**src/rtl/mem_port_arbiter_pkg.sv**
```systemverilog
// Shared constants and requester ids for the matrix memory port arbiter.
package mem_port_arbiter_pkg;

  localparam int unsigned ADDR_WIDTH = 16;
  localparam int unsigned DATA_WIDTH = 32;
  localparam int unsigned BANDWIDTH  = 4;
  localparam int unsigned MEM_RD_LAT = 2;

  // Requester slots on the shared port.
  typedef enum logic [1:0] {
    REQ_OP  = 2'd0,
    REQ_A   = 2'd1,
    REQ_B   = 2'd2,
    REQ_RES = 2'd3
  } req_id_t;

  // Arbiter states.
  localparam logic [0:0] ST_ARB    = 1'b0;
  localparam logic [0:0] ST_LOCKED = 1'b1;

endpackage

```
**src/rtl/mem_port_arbiter_rr_pick.sv**
```systemverilog
// Combinational round-robin picker: first masked request at or after ptr, with wrap.
module mem_port_arbiter_rr_pick
  import mem_port_arbiter_pkg::*;
#(
  parameter int unsigned N  = 4,
  parameter int unsigned IW = 2
) (
  input  logic [N-1:0]  i_req,
  input  logic [IW-1:0] i_ptr,
  input  logic [N-1:0]  i_mask,
  output logic [N-1:0]  o_gnt,
  output logic [IW-1:0] o_idx,
  output logic          o_valid
);

  logic [N-1:0]  w_req;
  logic [IW-1:0] w_j;

  assign w_req = i_req & i_mask;

  // Scan ptr, ptr+1, ... (mod N) and keep the first eligible request.
  always_comb begin
    o_gnt   = '0;
    o_idx   = '0;
    o_valid = 1'b0;
    w_j     = '0;
    for (int unsigned k = 0; k < N; k++) begin
      w_j = IW'((32'(i_ptr) + k) % N);
      if (!o_valid && w_req[w_j]) begin
        o_valid    = 1'b1;
        o_gnt[w_j] = 1'b1;
        o_idx      = w_j;
      end
    end
  end

endmodule

```
**src/rtl/mem_port_arbiter.sv**
```systemverilog
// Single-port matrix memory arbiter: round-robin with burst lock, registered
// command stage and in-order read-return tagging.
module mem_port_arbiter
  import mem_port_arbiter_pkg::*;
#(
  parameter int unsigned N_REQ  = int'(REQ_RES) + 1,
  parameter int unsigned ADDR_W = ADDR_WIDTH,
  parameter int unsigned DATA_W = DATA_WIDTH * BANDWIDTH,
  parameter int unsigned RD_LAT = MEM_RD_LAT
) (
  input  logic                    clock,
  input  logic                    reset,
  input  logic [N_REQ-1:0]        req,
  input  logic [N_REQ-1:0]        we,
  input  logic [N_REQ-1:0]        lock,
  input  logic [N_REQ*ADDR_W-1:0] addr,
  input  logic [N_REQ*DATA_W-1:0] wdata,
  output logic [N_REQ-1:0]        gnt,
  output logic [N_REQ-1:0]        rvalid,
  output logic [DATA_W-1:0]       rdata,
  output logic                    mem_read,
  output logic                    mem_write,
  output logic [ADDR_W-1:0]       mem_address,
  output logic [DATA_W-1:0]       mem_writedata,
  input  logic [DATA_W-1:0]       mem_readdata
);

  localparam int unsigned IW = (N_REQ > 1) ? $clog2(N_REQ) : 1;

  logic [0:0]        r_state;
  logic [IW-1:0]     r_owner;
  logic [IW-1:0]     r_ptr;

  logic [N_REQ-1:0]  w_mask;
  logic [N_REQ-1:0]  w_gnt;
  logic [IW-1:0]     w_idx;
  logic              w_valid;
  logic [IW-1:0]     w_ptr_nxt;

  logic              w_we_sel;
  logic              w_lock_sel;
  logic [ADDR_W-1:0] w_addr_sel;
  logic [DATA_W-1:0] w_wdata_sel;

  logic              r_mem_read;
  logic              r_mem_write;
  logic [ADDR_W-1:0] r_mem_address;
  logic [DATA_W-1:0] r_mem_writedata;

  logic [RD_LAT-1:0] r_tag_v;
  logic [IW-1:0]     r_tag_id [RD_LAT];

  logic [N_REQ-1:0]  w_rvalid_nxt;
  logic [N_REQ-1:0]  r_rvalid;
  logic [DATA_W-1:0] r_rdata;

  // Restrict eligibility to the burst owner while locked.
  always_comb begin
    w_mask = '1;
    if (r_state == ST_LOCKED) begin
      w_mask          = '0;
      w_mask[r_owner] = 1'b1;
    end
  end

  mem_port_arbiter_rr_pick #(
    .N  (N_REQ),
    .IW (IW)
  ) u_pick (
    .i_req   (req),
    .i_ptr   (r_ptr),
    .i_mask  (w_mask),
    .o_gnt   (w_gnt),
    .o_idx   (w_idx),
    .o_valid (w_valid)
  );

  assign w_ptr_nxt = (w_idx == IW'(N_REQ - 1)) ? '0 : w_idx + 1'b1;

  // Select the granted requester's command fields (grant is one-hot).
  always_comb begin
    w_we_sel    = 1'b0;
    w_lock_sel  = 1'b0;
    w_addr_sel  = '0;
    w_wdata_sel = '0;
    for (int unsigned i = 0; i < N_REQ; i++) begin
      if (w_gnt[i]) begin
        w_we_sel    = we[i];
        w_lock_sel  = lock[i];
        w_addr_sel  = addr[i*ADDR_W +: ADDR_W];
        w_wdata_sel = wdata[i*DATA_W +: DATA_W];
      end
    end
  end

  // Arbitration state: pointer advance, burst lock entry and release.
  always_ff @(posedge clock or posedge reset) begin
    if (reset) begin
      r_state <= ST_ARB;
      r_owner <= '0;
      r_ptr   <= '0;
    end else if (w_valid) begin
      r_ptr <= w_ptr_nxt;
      if (r_state == ST_ARB) begin
        if (w_lock_sel) begin
          r_state <= ST_LOCKED;
          r_owner <= w_idx;
        end
      end else if (!w_lock_sel) begin
        r_state <= ST_ARB;
      end
    end
  end

  // Registered command stage: one memory access per granted cycle.
  always_ff @(posedge clock or posedge reset) begin
    if (reset) begin
      r_mem_read      <= 1'b0;
      r_mem_write     <= 1'b0;
      r_mem_address   <= '0;
      r_mem_writedata <= '0;
    end else begin
      r_mem_read  <= w_valid & ~w_we_sel;
      r_mem_write <= w_valid & w_we_sel;
      if (w_valid) begin
        r_mem_address   <= w_addr_sel;
        r_mem_writedata <= w_wdata_sel;
      end
    end
  end

  // Read tag pipe: stage 0 lines up with mem_read, last stage with mem_readdata.
  always_ff @(posedge clock or posedge reset) begin
    if (reset) begin
      r_tag_v <= '0;
      for (int unsigned k = 0; k < RD_LAT; k++) begin
        r_tag_id[k] <= '0;
      end
    end else begin
      r_tag_v[0]  <= w_valid & ~w_we_sel;
      r_tag_id[0] <= w_idx;
      for (int unsigned k = 1; k < RD_LAT; k++) begin
        r_tag_v[k]  <= r_tag_v[k-1];
        r_tag_id[k] <= r_tag_id[k-1];
      end
    end
  end

  // Decode the emerging tag into a one-hot return strobe.
  always_comb begin
    w_rvalid_nxt = '0;
    if (r_tag_v[RD_LAT-1]) begin
      w_rvalid_nxt[r_tag_id[RD_LAT-1]] = 1'b1;
    end
  end

  // Register returned data together with its requester strobe.
  always_ff @(posedge clock or posedge reset) begin
    if (reset) begin
      r_rvalid <= '0;
      r_rdata  <= '0;
    end else begin
      r_rvalid <= w_rvalid_nxt;
      if (r_tag_v[RD_LAT-1]) begin
        r_rdata <= mem_readdata;
      end
    end
  end

  assign gnt           = w_gnt;
  assign rvalid        = r_rvalid;
  assign rdata         = r_rdata;
  assign mem_read      = r_mem_read;
  assign mem_write     = r_mem_write;
  assign mem_address   = r_mem_address;
  assign mem_writedata = r_mem_writedata;

endmodule

```
**config.mk**
```make
export PLATFORM = sky130hd
export DESIGN_NAME = mem_port_arbiter
export DESIGN_NICKNAME = d
export VERILOG_FILES = /design/src/rtl/mem_port_arbiter_pkg.sv /design/src/rtl/mem_port_arbiter_rr_pick.sv /design/src/rtl/mem_port_arbiter.sv
export SDC_FILE = /design/constraint.sdc
export NUM_CORES = 1
export LEC_CHECK = 0
export CAP_MARGIN = 20
export CORE_AREA = 4 4 390 392
export DETAILED_ROUTE_END_ITERATION = 6
export DIE_AREA = 0 0 394 396
export GPL_TIMING_DRIVEN = 0
export PLACE_DENSITY_LB_ADDON = 0.2
export SLEW_MARGIN = 20
export SYNTH_ARGS = -nofsm -noshare
export SYNTH_HDL_FRONTEND = slang
export SYNTH_SLANG_ARGS = --single-unit
```
**constraint.sdc**
```tcl
create_clock -name clock -period 9.9 [get_ports clock]
set_clock_uncertainty 0.05 [all_clocks]
set_input_delay 0.99 -clock clock [delete_from_list [all_inputs] [get_ports clock]]
set_output_delay 0.99 -clock clock [all_outputs]
set_load 0.02 [all_outputs]
```
==> summary.txt, run 1 <==
Post-Synth XOR/XNOR Area: 0.00111
critical path arrival: 4.69 ns
via count: 17,700
Avg WL per Cell: 26.6 um
DIE AREA: 156,000 um^2
sequential cell area fraction in the yosys report: 0.457
placed insts: 4,509
largest family of logic cells by synthesized area: compound AO/OA/AOI/OAI gates
RSZ-0062 raised after global routing: no
Yosys reg bits: 288
Synth Area in Adders: 0.00396
ys async rst share: 1.00
Mapped Cells: 1,558
Post-Layout Cell Count: 4,615
Leakage: 0.0119 uW
vias in the first global route: 18,800
pre-CTS setup slack: 4.10 ns
Post-CTS Hold Buffers: 0
Ys Warns: 0
most common cell after layout, fill and taps aside: clkdlybuf4s50_1
Compound-Gate Fraction of Synth Area: 0.264
Final setup viols: 0
Core ar.: 149,000 um^2
share of post-route cells with drive strength above 1: 0.126
pin count of the biggest net entering global routing: 82
Primary FF master, synth: dfrtp_1
Worst Path Required: 8.86 ns
FP Rows: 142
Worst-Margin Slew: 1.16 ns
first-pass GRT wire length: 163,000 um
Post-synth EDFFs: 0
final worst-path cycle share: 0.579
Avg Vias per Cell: 3.84
CP endpoint kind: primary output
setup bufs post-CTS: 0
final core utilization: 0.202
Routed WL: 123,000 um
Initial Utilization: 0.106
status: completed
CTS Buffer Depth: 3
Clock Sinks: 288
CP Max Fanout: 10
# Max-Cap Violations: 0
latest clock arrival within the worst-skew pair: 0.60 ns
Die Y: 396 um
nets: 3,334
Final Hold Vio Count: 0
final slew viol count: 0
Avg Inst Size Synth: 10.1 um^2
Fmax achieved: 175 MHz
H-tree lvl count: 2
Synth Area in Simple Gates: 0.125
1st-pass router iterations: 5
number of fill cells: 16,500
Placer Congestion: 0.875
mapped cell area: 15,800 um^2
Setup CP Type: reg2out
DR DRC count: 0
Root Buffer: clkbuf_16
total CTS buffers: 44
final worst setup slack: 4.17 ns
grt total ovfl: 0
CTS tree: built
multiplexer area fraction after synthesis: 0.0989
critical path launch point type: flip-flop
initial antenna violation count: 52
post-route ant nets: 0
most frequent cells in the layout: clkdlybuf4s50_1 (999), a21oi_1 (290), dfrtp_1 (288), nor2_1 (158), a21o_1 (145)
syn nets: 2,281
GRT Util Overall: 0.150
clock-pin slew on the worst setup and hold paths: 0.06 ns
Hold Crit Class: reg2reg
Port Buffers: 999
Distinct cells, synth: 57
num ports: 1,000
DRT iter0 DRCs: 924
hpwl dp: 99,700 um
fin crit period: 5.73 ns
Max-slew headroom: 0.223
area delta synth->final: 90.2%
PwrDens: 434 nW/um^2
Die X-Extent: 394 um
peak supply drop: 286 uV
CTS resizes: 0
## sequential cells by signal (all words and copies together) (netlist names), named ones only
register       cells
r_state            1
r_ptr              1
rdata            128
rvalid             4
r_tag_v            2
mem_address       16
r_owner            2
r_tag_id           4
mem_write          1
mem_writedata    128
## worst max-delay path: stages, from the launching register on
cell             delay, ns
dfrtp_1               0.54
buf_6                 0.21
inv_1                 0.09
ha_1                  0.28
clkbuf_1              0.35
mux2_2                0.45
o31ai_1               0.46
nor3_1                0.11
buf_2                 0.37
inv_2                 0.24
buf_2                 0.27
clkdlybuf4s50_1       0.69
## stage by stage
step                      hold slack [ns]  instance area, um^2  power, uW   TNS, ns
final                               0.311                30000      13000         0
after global routing                0.323                30000      13900         0
after CTS                           0.311                29900      13300         0
after detailed placement            0.297                28400      11500         0
after global placement              0.291                28200      11400  -1495.44
after floorplan                     0.281                15800       7140         0
## worst paths after layout
path                             start              end  slack, ns  depth (start not counted)
setup / recovery             flip-flop           gnt[3]       4.17                         11
hold / removal             r_tag_id[2]      r_tag_id[0]       0.31                          0
setup reg to reg             flip-flop  mem_address[14]       5.14                         13
hold reg to reg            r_tag_id[2]      r_tag_id[0]       0.31                          0
max in group asynchronous        reset  mem_address[11]       7.69                          4
min in group asynchronous        reset       rdata[109]       0.77                          2
## cell families (layout without fill, tap and decap cells)
family,count (synthesis),in the layout
XOR/XNOR,2,2
buffers and inverters,178,1263
flip-flops,288,288
multiplexers,137,137
AND/OR/NAND/NOR,330,330
adder cells (fa/ha/maj),5,5
other,0,28
AO/OA/AOI/OAI,618,618
## Yosys cell counts, types with 3 or more instances
cell type,number,share of area
o211ai_1,4,0.0019
nor3_1,3,0.00095
o211ai_2,3,0.0024
mux2_2,129,0.092
buf_1,6,0.0014
buf_2,70,0.022
a211oi_2,3,0.0024
mux2i_1,4,0.0025
buf_4,3,0.0014
clkbuf_1,81,0.019
inv_1,11,0.0026
ha_1,5,0.0040
a21oi_1,290,0.092
dfrtp_1,288,0.46
a211oi_1,7,0.0033
nand4b_1,3,0.0017
o31ai_1,6,0.0029
o221ai_1,144,0.080
nor3b_1,125,0.059
buf_6,4,0.0029
a21o_1,145,0.069
nor2_1,158,0.038
nand2_1,4,0.00095
nor3b_2,20,0.016
## routing by layer
metal | routed length [um] | GRT usage
met4 | 4240 | 0.0609
met3 | 9950 | 0.0532
met2 | 60200 | 0.254
met1 | 48000 | 0.172
met5 | 168 | 0
## cell type report
cell class | instances | area, um^2 | area share
Clock inverter | 15 | 235 | 0.00784
Sequential cell | 288 | 7210 | 0.240
Inverter | 14 | 60.1 | 0.00200
Buffer | 164 | 752 | 0.0251
Tap cell | 1944 | 2430 | 0.0810
Antenna cell | 28 | 70.1 | 0.00233
Clock buffer | 63 | 1280 | 0.0427
Multi-Input combinational cell | 1092 | 7770 | 0.259
Timing Repair Buffer | 1007 | 10200 | 0.340
## power breakdown
group	internal (uW)	switching [uW]
combinational	3540	5570
clock	1030	662
sequential	1840	373
Note: power is estimated with default switching activity, not from simulation.
==> inputs of run 2 (changes only) <==
- clock period: 9.9 -> 5.3 ns (I/O delays scaled with it)
==> summary.txt, run 2 (same netlist as run 1, synthesis figures left out) <==
status: completed (unchanged)
Worst-Margin Slew: 0.984 ns (was 1.16 ns)
Final Hold Vio Count: 0 (unchanged)
latest clock arrival within the worst-skew pair: 0.60 ns (about the same)
Max-slew headroom: 0.344 (was 0.223)
critical path arrival: 4.35 ns (was 4.69 ns)
reg2reg path depth: 11 (was 13)
Clk pwr share: 0.130 (about the same)
total CTS buffers: 43 (was 44)
Fmax achieved: 203 MHz
final slew viol count: 0 (unchanged)
max layer used: met5 (unchanged)
PwrDens: 805 nW/um^2 (was 434 nW/um^2)
DR WL met3: 9190 um (was 9950 um)
reg2reg setup slack: 0.60 ns (was 5.14 ns)
Port Buffers: 999 (unchanged)
pre-CTS setup slack: -0.129 ns (was 4.10 ns)
Clock Sinks: 288 (unchanged)
setup bufs post-CTS: 0 (unchanged)
nets: 3,338 (was 3,334)
DR DRC count: 0 (unchanged)
Hold Crit Class: in2async (was reg2reg)
Root Buffer: clkbuf_16 (unchanged)
switching part of the total: 0.508 (was 0.507)
peak supply drop: 581 uV (was 286 uV)
Die X-Extent: 394 um (unchanged)
P_int: 11,900 uW (was 6410 uW)
fin crit period: 4.93 ns
vias in the first global route: 18,900 (was 18,800)
Worst R2R End: mem_writedata[1] (was mem_address[14])
via count: 17,700 (about the same)
pin count of the biggest net entering global routing: 28 (was 82)
FP Rows: 142 (unchanged)
Final setup viols: 0 (unchanged)
Worst Path Required: 4.72 ns (was 8.86 ns)
Final TNS setup: 0 ns (unchanged)
CP Max Fanout: 10 (unchanged)
Routed WL: 119,000 um (was 123,000 um)
initial antenna violation count: 51 (was 52)
Core ar.: 149,000 um^2 (unchanged)
hpwl dp: 97,100 um (was 99,700 um)
Reg power frac: 0.168 (was 0.170)
Avg WL per Cell: 25.8 um (was 26.6 um)
1st-pass router iterations: 5 (unchanged)
switching pwr: 12,300 uW (was 6610 uW)
Post-CTS Hold Buffers: 0 (unchanged)
share of post-route cells with drive strength above 1: 0.127 (was 0.126)
GRT Util Overall: 0.146 (was 0.150)
M1 wire length: 47,800 um (was 48,000 um)
CTS Buffer Depth: 3 (unchanged)
critical path launch point type: flip-flop (unchanged)
most frequent cells in the layout: clkdlybuf4s50_1 (999), a21oi_1 (290), dfrtp_1 (288), nor2_1 (158), a21o_1 (145) (unchanged)
placed insts: 4,516 (was 4,509)
final worst-path cycle share: 0.929
num ports: 1,000 (unchanged)
# Max-Cap Violations: 0 (unchanged)
DIE AREA: 156,000 um^2 (unchanged)
CP endpoint kind: primary output (unchanged)
Setup CP Type: reg2out (unchanged)
most common cell after layout, fill and taps aside: clkdlybuf4s50_1 (unchanged)
Initial Utilization: 0.106 (unchanged)
cell breakdown of the critical path: buf_6, inv_1, ha_1, mux2_2, o31ai_1, or3_1, buf_2, buf_6, buf_2, clkdlybuf4s50_1 (was buf_6, inv_1, ha_1, clkbuf_1, mux2_2, o31ai_1, nor3_1, buf_2, inv_2, buf_2, clkdlybuf4s50_1)
Combinational Power Share: 0.702 (was 0.700)
Placer Congestion: 0.874 (was 0.875)
clock-pin slew on the worst setup and hold paths: 0.06 ns (about the same)
grt total ovfl: 0 (unchanged)
post-route ant nets: 0 (unchanged)
Critical Path Slowest Stage Cell: clkdlybuf4s50_1 (unchanged)
CTS resizes: 3 (was 0)
CP max stage delay: 0.66 ns (was 0.69 ns)
first-pass GRT wire length: 160,000 um (was 163,000 um)
H-tree lvl count: 2 (unchanged)
Post-Layout Cell Count: 4,611 (was 4,615)
DRT iter0 DRCs: 1,026 (was 924)
Leakage: 0.0120 uW (was 0.0119 uW)
area delta synth->final: 90.8% (was 90.2%)
final worst setup slack: 0.374 ns (was 4.17 ns)
Die Y: 396 um (unchanged)
DR WL met2: 58,100 um (was 60,200 um)
RSZ-0062 raised after global routing: no (unchanged)
CTS tree: built (unchanged)
Avg Vias per Cell: 3.85 (was 3.84)
-- run 2: layout make-up --
class                           count  area, um^2
Antenna cell                       22        55.1
Multi-Input combinational cell   1092        7770
Tap cell                         1944        2430
Clock inverter                      9         204
Fill cell                       16400      119000
Sequential cell                   288        7210
Clock buffer                       66        1300
Inverter                           14        60.1
Timing Repair Buffer             1014       10300
Buffer                            162         747
-- run 2: critical path: cells and delay by family, from the launching register on --
| kind | cells | cell delay, ns |
|---|---|---|
| adder cells (fa/ha/maj) | 1 | 0.48 |
| AND/OR/NAND/NOR | 1 | 0.17 |
| multiplexers | 1 | 0.44 |
| AO/OA/AOI/OAI | 1 | 0.35 |
| buffers and inverters | 6 | 1.75 |
| flip-flops | 1 | 0.53 |
-- run 2: metal layers --
metal / vias up / global-route usage
met5: - / 0
li1: 7994 / -
met2: 747 / 0.248
met1: 8806 / 0.172
met4: 20 / 0.0525
met3: 163 / 0.0480
-- run 2: per-stage QoR --
| stage | utilization | instance area [um^2] | hold WS (ns) | power, uW |
|---|---|---|---|---|
| final | 0.202 | 30100 | 0.263 | 24200 |
| after global routing | 0.202 | 30100 | 0.239 | 26000 |
| after CTS | 0.202 | 30100 | 0.204 | 24800 |
| after detailed placement | 0.192 | 28600 | 0.292 | 21400 |
| after global placement | 0.190 | 28200 | 0.287 | 21400 |
| after floorplan | - | 15800 | 0.281 | 13300 |
-- run 2: worst max-delay path by stage --
stage / startpoint / to
finish: flip-flop / gnt[1]
global route: flip-flop / gnt[1]
CTS: flip-flop / gnt[3]
detailed placement: req[2] / mem_writedata[1]
global placement: reset / mem_writedata[44]
floorplan: reset / async pin
-- run 2: power groups by stage --
stage | clock network [uW] | registers, uW | logic (uW)
after floorplan | 0 | 5250 | 8090
after global placement | 0 | 4090 | 17300
after detailed placement | 0 | 4110 | 17300
after CTS | 3320 | 4090 | 17400
after global routing | 3390 | 4220 | 18400
final | 3160 | 4080 | 17000
==> edit (settings of run 1) <==
`ADDR_WIDTH`: 16 -> 15.
--- a/src/rtl/mem_port_arbiter_pkg.sv
+++ b/src/rtl/mem_port_arbiter_pkg.sv
@@ -1,7 +1,7 @@
 // Shared constants and requester ids for the matrix memory port arbiter.
 package mem_port_arbiter_pkg;
 
-  localparam int unsigned ADDR_WIDTH = 16;
+  localparam int unsigned ADDR_WIDTH = 15;
   localparam int unsigned DATA_WIDTH = 32;
   localparam int unsigned BANDWIDTH  = 4;
   localparam int unsigned MEM_RD_LAT = 2;
Ports: changed (resized addr and mem_address); port bits go from 1000 to 995. No check against the original RTL was run, so the function may have changed too.
==> edit against run 1 <==
- sequential cell count decreased by 1
- final area decreased by 0.25%
- via count decreased by 0.92%
- sequential power decreased by 2%
- setup slack got worse by 140 ps
- count of clock-buffer cells in the layout increased by 2
- clock power decreased by 5%
- total power decreased by 0.51%
- critical path depth decreased by 1
- routed wire length decreased by 3.2%
- highest routed layer unchanged
- area after synthesis increased by 1.0%
- combinational power increased by 0.7%
==> edit: results <==
export IMPL_status="complete, no violations"
export IMPL_timing_rr_end="mem_writedata[1]"
export IMPL_min_path_type="reg -> reg"
export IMPL_post_cts_buffers=0
export IMPL_synth_flop_cell="dfrtp_1"
export IMPL_place_congestion=0.874
export IMPL_cp_arrival_ps=4830
export IMPL_worstReg2RegStart="r_ptr[1]"
export IMPL_synth_cell_types=57
export IMPL_grt_use_total=0.145
export IMPL_vias_per_cell=3.82
export IMPL_grt_max_degree=87
export IMPL_wl_mm=119
export IMPL_ys_seq_area_frac=0.451
export IMPL_cts_resized_gates=0
export IMPL_hold_slack_ps=305
export IMPL_antenna_found_initial=43
export IMPL_worst_pin_slew_ps=1100
export IMPL_nFillCells=16500
export IMPL_reg2regPathDepth=11
export IMPL_place_port_buffers=994
export IMPL_crit_family="buffers and inverters"
export IMPL_dp_slack_ps=3850
export IMPL_hp_start="r_tag_id[3]"
export IMPL_drt_iter0_markers=842
export IMPL_grt_pass1_vias=18700
export IMPL_place_area_um2=28500
export IMPL_max_stage_delay_ps=700
export IMPL_synth_nets=2268
export IMPL_yosys_top_cells_count="288 x a21oi_1, 287 x dfrtp_1, 157 x nor2_1, 144 x a21o_1, 143 x o221ai_1"
export IMPL_drive_above_1_share=0.131
export IMPL_period_needed_ps=5870
export IMPL_synthTopCellsByArea="dfrtp_1 45%, mux2_2 9.3%, a21oi_1 9.0%, o221ai_1 7.9%, a21o_1 6.8%"
export IMPL_ir_drop_uv=177
export IMPL_reg2reg_slack_ps=5420
export IMPL_clock_latency_ps=620
export IMPL_p_leak_nw=11.8
export IMPL_clockBufferDepth=3
export IMPL_nNetsFinal=3313
export IMPL_hold_path_end="r_tag_id[1]"
export IMPL_dp_hpwl_mm=95.1
export IMPL_grt_pass1_wl_mm=159
export IMPL_cts_root_buf="clkbuf_16"
## edit: how the worst max path moves through the flow
stage	from	to
2_1_floorplan	reset	async pin
3_3_place_gp	reset	mem_writedata[53]
3_5_place_dp	req[0]	gnt[2]
4_1_cts	req[0]	gnt[2]
5_1_grt	req[2]	gnt[2]
6_report	req[0]	gnt[2]
## edit: final cells by class
cell class / instances / area [µm²] / share of cell area
timing repair buffer: 999 / 10100 / 0.337
buffer: 162 / 792 / 0.0265
tap: 1944 / 2430 / 0.0812
inverter: 14 / 60.1 / 0.00201
antenna: 22 / 55.1 / 0.00184
clock inverter: 14 / 178 / 0.00593
clock buffer: 65 / 1240 / 0.0414
multi-input combinational: 1086 / 7920 / 0.265
sequential: 287 / 7180 / 0.240
## edit: power by group
| group | switching, W | total [W] | internal (W) |
|---|---|---|---|
| sequential | 0.000342 | 0.00217 | 0.00183 |
| combinational | 0.00563 | 0.00917 | 0.00354 |
| clock | 0.000686 | 0.00161 | 0.000926 |
| total | 0.00666 | 0.0130 | 0.00629 |
## edit: cell families after synthesis
group                      synth area share
AOI/OAI and AO/OA                     0.258
xor gates and xnor gates            0.00110
adders and majority gates           0.00392
buffers and inverters                0.0523
DFF                                   0.451
muxes                                0.0973
and+or+nand+nor                       0.136
## edit: layer usage
| layer | up-vias | wire [µm] | global-route usage |
|---|---|---|---|
| li1 | 7937 | - | - |
| met1 | 8717 | 48100 | 0.173 |
| met2 | 737 | 57900 | 0.246 |
| met3 | 153 | 8960 | 0.0475 |
| met4 | 16 | 3520 | 0.0499 |
| met5 | - | 93 | 0 |
## edit: metrics by stage
stage / instances / setup TNS (ps)
2_1_floorplan: 1549 / 0
3_3_place_gp: 4487 / -1499520
3_5_place_dp: 4492 / 0
4_1_cts: 4571 / 0
5_1_grt: 4586 / 0
6_report: 4593 / 0
